**config.mk**
```make
export PLATFORM = sky130hd
export DESIGN_NAME = dot_product_acc_flat
export DESIGN_NICKNAME = d
export VERILOG_FILES = /design/src/rtl/dot_product_acc_pkg.sv /design/src/rtl/dot_product_acc_if.sv /design/src/rtl/dot_product_acc_adder.sv /design/src/rtl/dot_product_acc.sv /design/src/flat_wrapper.sv
export SDC_FILE = /design/constraint.sdc
export NUM_CORES = 1
export LEC_CHECK = 0
export BUFFER_PORTS_ARGS = -buffer_cell sky130_fd_sc_hd__buf_2
export CAP_MARGIN = 20
export CORE_MARGIN = 10
export CORE_UTILIZATION = 40
export DETAILED_ROUTE_END_ITERATION = 6
export GPL_TIMING_DRIVEN = 0
export PLACE_DENSITY = 0.67
export SYNTH_ARGS = -nofsm -noshare
export SYNTH_HDL_FRONTEND = slang
export SYNTH_HIERARCHICAL = 1
export SYNTH_SLANG_ARGS = --single-unit
```
**constraint.sdc**
```tcl
create_clock -name clk -period 10.29 [get_ports clk]
set_input_delay 1.029 -clock clk [delete_from_list [all_inputs] [get_ports clk]]
set_output_delay 1.029 -clock clk [all_outputs]
set_load 0.05 [all_outputs]
```
**src/rtl/dot_product_acc_pkg.sv**
```systemverilog
// Shared types, defaults and helpers for the dot-product accumulator.
package dot_product_acc_pkg;

  typedef enum logic {
    ST_ACC  = 1'b0,
    ST_HOLD = 1'b1
  } state_e;

  localparam int unsigned DEF_PROD_W = 8;
  localparam int unsigned DEF_ACC_W  = 16;
  localparam int unsigned DEF_LEN    = 4;

  // Beat counter width; a single-beat result still needs one bit of storage.
  function automatic int unsigned cnt_width(input int unsigned len);
    return (len > 1) ? $clog2(len) : 1;
  endfunction

  // Team full-adder cell: returns {carry_out, sum}.
  function automatic logic [1:0] full_add(input logic a, input logic b, input logic ci);
    return {(a & b) | (ci & (a ^ b)), a ^ b ^ ci};
  endfunction

endpackage

```
**src/rtl/dot_product_acc_if.sv**
```systemverilog
// Product input stream and result output port of the dot-product accumulator.
interface dot_product_acc_if
  import dot_product_acc_pkg::*;
#(
  parameter int unsigned PROD_W = DEF_PROD_W,
  parameter int unsigned ACC_W  = DEF_ACC_W
);

  logic              prod_valid;
  logic              prod_ready;
  logic [PROD_W-1:0] product;
  logic              out_valid;
  logic              out_ready;
  logic [ACC_W-1:0]  out_sum;
  logic              out_ovf;

  modport master (
    output prod_valid, product, out_ready,
    input  prod_ready, out_valid, out_sum, out_ovf
  );

  modport slave (
    input  prod_valid, product, out_ready,
    output prod_ready, out_valid, out_sum, out_ovf
  );

endinterface

```
**src/rtl/dot_product_acc_adder.sv**
```systemverilog
// Ripple-carry adder built from the full-adder cell; carry-out feeds overflow.
module acc_adder
  import dot_product_acc_pkg::*;
#(
  parameter int unsigned W = DEF_ACC_W
) (
  input  logic [W-1:0] a,
  input  logic [W-1:0] b,
  output logic [W-1:0] sum,
  output logic         cout
);

  logic carry;

  always_comb begin : p_ripple
    sum   = '0;
    carry = 1'b0;
    for (int i = 0; i < int'(W); i++) begin
      {carry, sum[i]} = full_add(a[i], b[i], carry);
    end
    cout = carry;
  end

endmodule

```
**src/rtl/dot_product_acc.sv**
```systemverilog
// Accumulates LEN unsigned products into one sum and offers it on a
// valid/ready port with a sticky per-result overflow flag.
module dot_product_acc
  import dot_product_acc_pkg::*;
#(
  parameter int unsigned PROD_W = DEF_PROD_W,
  parameter int unsigned ACC_W  = DEF_ACC_W,
  parameter int unsigned LEN    = DEF_LEN
) (
  input  logic              clk,
  input  logic              rst_n,
  input  logic              clear,
  dot_product_acc_if.slave  bus
);

  localparam int unsigned CNT_W = cnt_width(LEN);
  localparam logic [CNT_W-1:0] CNT_LAST = CNT_W'(LEN - 1);

  state_e            state;
  logic [ACC_W-1:0]  acc;
  logic [CNT_W-1:0]  cnt;
  logic              ovf;
  logic [PROD_W-1:0] prod;
  logic [ACC_W-1:0]  add_sum;
  logic              add_cout;
  logic              take;

  assign prod = bus.product;
  assign take = bus.prod_valid & bus.prod_ready;

  acc_adder #(.W(ACC_W)) u_acc_adder (
    .a    (acc),
    .b    (ACC_W'(prod)),
    .sum  (add_sum),
    .cout (add_cout)
  );

  // clear outranks every other event, including a pending result in HOLD.
  always_ff @(posedge clk or negedge rst_n) begin : p_fsm
    if (!rst_n) begin
      state          <= ST_ACC;
      acc            <= '0;
      cnt            <= '0;
      ovf            <= 1'b0;
      bus.prod_ready <= 1'b0;
      bus.out_valid  <= 1'b0;
      bus.out_sum    <= '0;
      bus.out_ovf    <= 1'b0;
    end else if (clear) begin
      state          <= ST_ACC;
      acc            <= '0;
      cnt            <= '0;
      ovf            <= 1'b0;
      bus.prod_ready <= 1'b0;
      bus.out_valid  <= 1'b0;
    end else begin
      case (state)
        ST_ACC: begin
          bus.prod_ready <= 1'b1;
          if (take) begin
            if (cnt == CNT_LAST) begin
              bus.out_sum    <= add_sum;
              bus.out_ovf    <= ovf | add_cout;
              bus.out_valid  <= 1'b1;
              bus.prod_ready <= 1'b0;
              acc            <= '0;
              cnt            <= '0;
              ovf            <= 1'b0;
              state          <= ST_HOLD;
            end else begin
              acc <= add_sum;
              ovf <= ovf | add_cout;
              cnt <= cnt + CNT_W'(1);
            end
          end
        end
        ST_HOLD: begin
          // prod_ready stays low through the handshake cycle: one bubble minimum.
          if (bus.out_ready) begin
            bus.out_valid  <= 1'b0;
            bus.prod_ready <= 1'b1;
            state          <= ST_ACC;
          end
        end
        default: state <= ST_ACC;
      endcase
    end
  end

endmodule

```
**src/flat_wrapper.sv**
```systemverilog
// flat-port wrapper written by rule: the top's interface ports become plain ports
module dot_product_acc_flat import dot_product_acc_pkg::*;
#(
  parameter int unsigned PROD_W = DEF_PROD_W,
  parameter int unsigned ACC_W  = DEF_ACC_W,
  parameter int unsigned LEN    = DEF_LEN
)
  (clk, rst_n, clear, bus_prod_valid, bus_product, bus_out_ready, bus_prod_ready, bus_out_valid, bus_out_sum, bus_out_ovf);
  dot_product_acc_if #(.PROD_W(PROD_W), .ACC_W(ACC_W)) bus_i ();
  input  logic clk;
  input  logic rst_n;
  input  logic clear;
  input wire logic [$bits(bus_i.prod_valid)-1:0] bus_prod_valid;
  input wire logic [$bits(bus_i.product)-1:0] bus_product;
  input wire logic [$bits(bus_i.out_ready)-1:0] bus_out_ready;
  output wire logic [$bits(bus_i.prod_ready)-1:0] bus_prod_ready;
  output wire logic [$bits(bus_i.out_valid)-1:0] bus_out_valid;
  output wire logic [$bits(bus_i.out_sum)-1:0] bus_out_sum;
  output wire logic [$bits(bus_i.out_ovf)-1:0] bus_out_ovf;
  assign bus_i.prod_valid = bus_prod_valid;
  assign bus_i.product = bus_product;
  assign bus_i.out_ready = bus_out_ready;
  assign bus_prod_ready = bus_i.prod_ready;
  assign bus_out_valid = bus_i.out_valid;
  assign bus_out_sum = bus_i.out_sum;
  assign bus_out_ovf = bus_i.out_ovf;
  dot_product_acc #(.PROD_W(PROD_W), .ACC_W(ACC_W), .LEN(LEN)) u_core (.clk(clk), .rst_n(rst_n), .clear(clear), .bus(bus_i));
endmodule
```
==> out/metrics.cfg <==
[drt]
postRouteAntennaNets=0
dr.first_iter.drc_count=31
vias=1135
vias_per_cell=5.14
wl_per_cell_um=16.9
first_pass_iters=4
drt_drc_violations_left=0
totalWireLength_um=3730

[setup_path]
cp.arrival_ns=7.57
reg2reg_depth=19
crit_family=adder cells
path_buf_inv=3
worst-path-stages=20
end_kind=flop
cpMostUsedCell=fa_1
cpMaxStageDelayCell=fa_1
startpoint_type=input port
worstPathRequired_ns=10.52
cp_max_fo=2
worstPathCellList=buf_2, ha_1, fa_1, fa_1, fa_1, fa_1, fa_1, fa_1, fa_1, fa_1, fa_1, fa_1, fa_1, fa_1, fa_1, fa_1, inv_1, fa_1, inv_1, mux2_2
worstSetupPathType=input port to flop
critical_path.max_stage_delay_ns=0.42

[die]
io_pins=32
core-area_mm2=0.00444
dieArea_mm2=0.00782
row_count=24
die_w_um=88.5
start_util_pct=42.2
die_y_um=88.5

[logic_synthesis]
yosys.area_share.simple_pct=7.28
synth_enable_flop_cells=0
avgSynthCellArea_um2=15.1
post-synth-top-count-cell=dfrtp_1
async_flop_share_pct=100
syn_area_mm2=0.00187
synth-main-ff-cell=dfrtp_1
synth_top_family_by_area=adder cells
yosys_warnings=6
synthMuxAreaShare_pct=10.1
synth_compound_area_share_pct=9.21
synth-xor-area-share_pct=0
yosysSeqAreaShare_pct=52.1
synth-seq-cells=39
netlist_instances=124
synthDominantCellAreaShare_pct=52.1
ys_types=27
synthTopCellsByArea=dfrtp_1 52%, fa_1 16%, a22o_1 7.5%, mux2_1 5.4%, mux2_2 4.2%
synth_adder_area_share_pct=18.0
synth_largest_area_cell=dfrtp_1
synth_common_cells=39 x dfrtp_1, 16 x a22o_1, 15 x fa_1

[global_routing]
antenna_found_initial=0
grt_pass1_wl_um=6330
grt_pass1_vias=1267
gr-total-overflow=0
grt_max_degree=40
track_usage_pct=10.5

[final_layout]
seq_area_um2=976
drive_gt1_share_pct=32.0
fin_nets=199
antenna_cells=0
utilization_pct=49.5
multiInputGateArea_um2=867
fill_cells=404
area_delta_synth_final_pct=17.4

[timing]
finalHoldViolCount=0
max_slew.worst_pin.slew_ns=0.852
fin_worst_skew_ns=0.00925
timing.setup.tns_ns=0
fmax_ghz=0.136
setup_violations=0
maxSlewViolCount=0
fin_crit_sh_pct=71.3
min_period_ns=7.34
rsz0062_at_grt=no
worst_slack_ns=2.95
slew_headroom_pct=43.2
timing.hold.ws_ns=0.488

[cts]
cts_root_buf=clkbuf_8
postCtsSetupBuffers=0
path_clk_slew_ns=0.07
cts_tree=yes
cts.path.max_buffers=2
ctsHoldBuffers=0
htreeDepth=2
cts.sinks=39
clkLatencyLatePin_ns=0.29
cts_made_buffers=5
cts_resized=0

[place]
portBuffers=30
hpwl_um=2800
post-place-ws_ns=2.65
gp_congestion=0.744

[outcome]
outcome=completed

[run]
cap_violations=0

[power_and_ir_drop]
switching_share_pct=28.4
total_power_mw=0.316
pwr_density_cell_mw_per_mm2=143
p_leak_nw=1.20
share_comb_of_total_power_pct=15.7
vdd_ir_drop_max_uv=44.2
power_frac_clock_pct=31.5
p_seq_share_pct=52.7
p_int_mw=0.226
p_switching_mw=0.0897

[min_path]
holdPathStages=1
hold_path_class=flop to flop

per-stage QoR:
step,cells,instance area (um2)
after floorplan,131,1900
after global placement,213,2120
after detailed placement,213,2120
after CTS,221,2200
after global routing,221,2200
final,221,2200
path summary, 6_finish.rpt:
check	startpoint	to	slack [ns]
setup / recovery	bus_product[0]	u_core/bus.out_sum[15]$_DFFE_PN0P_	2.95
hold / removal	u_core/bus.out_sum[1]$_DFFE_PN0P_	u_core/bus.out_sum[1]$_DFFE_PN0P_	0.49
setup reg to reg	u_core/acc[0]$_DFFE_PN0P_	u_core/bus.out_sum[15]$_DFFE_PN0P_	3.38
hold reg to reg	u_core/bus.out_sum[1]$_DFFE_PN0P_	u_core/bus.out_sum[1]$_DFFE_PN0P_	0.49
max in group asynchronous	rst_n	u_core/bus.out_sum[0]$_DFFE_PN0P_	8.91
min in group asynchronous	rst_n	u_core/bus.out_sum[4]$_DFFE_PN0P_	0.83
flip-flops by register name, summed over array words and instances, names as in the netlist:
name,flops
u_core/acc,16
u_core/bus.out_valid,1
u_core/bus.out_sum,16
u_core/bus.out_ovf,1
u_core/cnt,2
u_core/state,1
u_core/bus.prod_ready,1
u_core/ovf,1
power by group through the flow:
stage          Clock, mW  Combinational (mW)  Sequential (mW)
6_report          0.0995              0.0497            0.166
5_1_grt            0.110              0.0557            0.168
4_1_cts            0.104              0.0504            0.166
3_5_place_dp           0              0.0501            0.169
3_3_place_gp           0              0.0476            0.169
2_1_floorplan          0              0.0256            0.176
placed cells by master (no fill, tap or decap):
cell / count
dfrtp_1: 39
buf_2: 31
a22o_1: 16
fa_1: 15
mux2_1: 9
conb_1: 8
mux2_2: 7
inv_1: 6
clkbuf_8: 5
a21oi_1: 4
nand2_1: 4
clkinv_2: 3
nor2_1: 3
ha_1: 3
buf_6: 2
nand4b_4: 1
nand2b_1: 1
nor2_8: 1
and3b_1: 1
nor2_2: 1
nand3b_2: 1
nor3_4: 1
buf_4: 1
mux2i_1: 1
a22oi_1: 1
o21ai_0: 1
and2_1: 1
nor3_1: 1
or3_1: 1
metal layers:
layer / share of wire (%) / vias up / track usage, %
met5: 0 / - / 0
met4: 2.2 / 0 / 5.87
met3: 6.3 / 7 / 3.31
met2: 52 / 33 / 17.8
met1: 39 / 581 / 11.4
li1: - / 514 / -
area by class of cell:
| cell class | count | area share [%] |
|---|---|---|
| Clock inverter | 3 | 0.683 |
| Tap cell | 52 | 2.96 |
| Buffer | 4 | 1.59 |
| Clock buffer | 5 | 3.13 |
| Timing Repair Buffer | 30 | 6.83 |
| Sequential cell | 39 | 44.4 |
| Inverter | 6 | 1.02 |
| Multi-Input combinational cell | 82 | 39.4 |
kinds of logic (layout without fill, tap and decap cells):
family / after synthesis / count (layout)
AOI/OAI and AO/OA: 22 / 22
adders and majority gates: 18 / 18
buffers and inverters: 10 / 48
DFF: 39 / 39
muxes: 17 / 17
other: 1 / 8
and+or+nand+nor: 17 / 17
(Power assumes the default switching activity.)
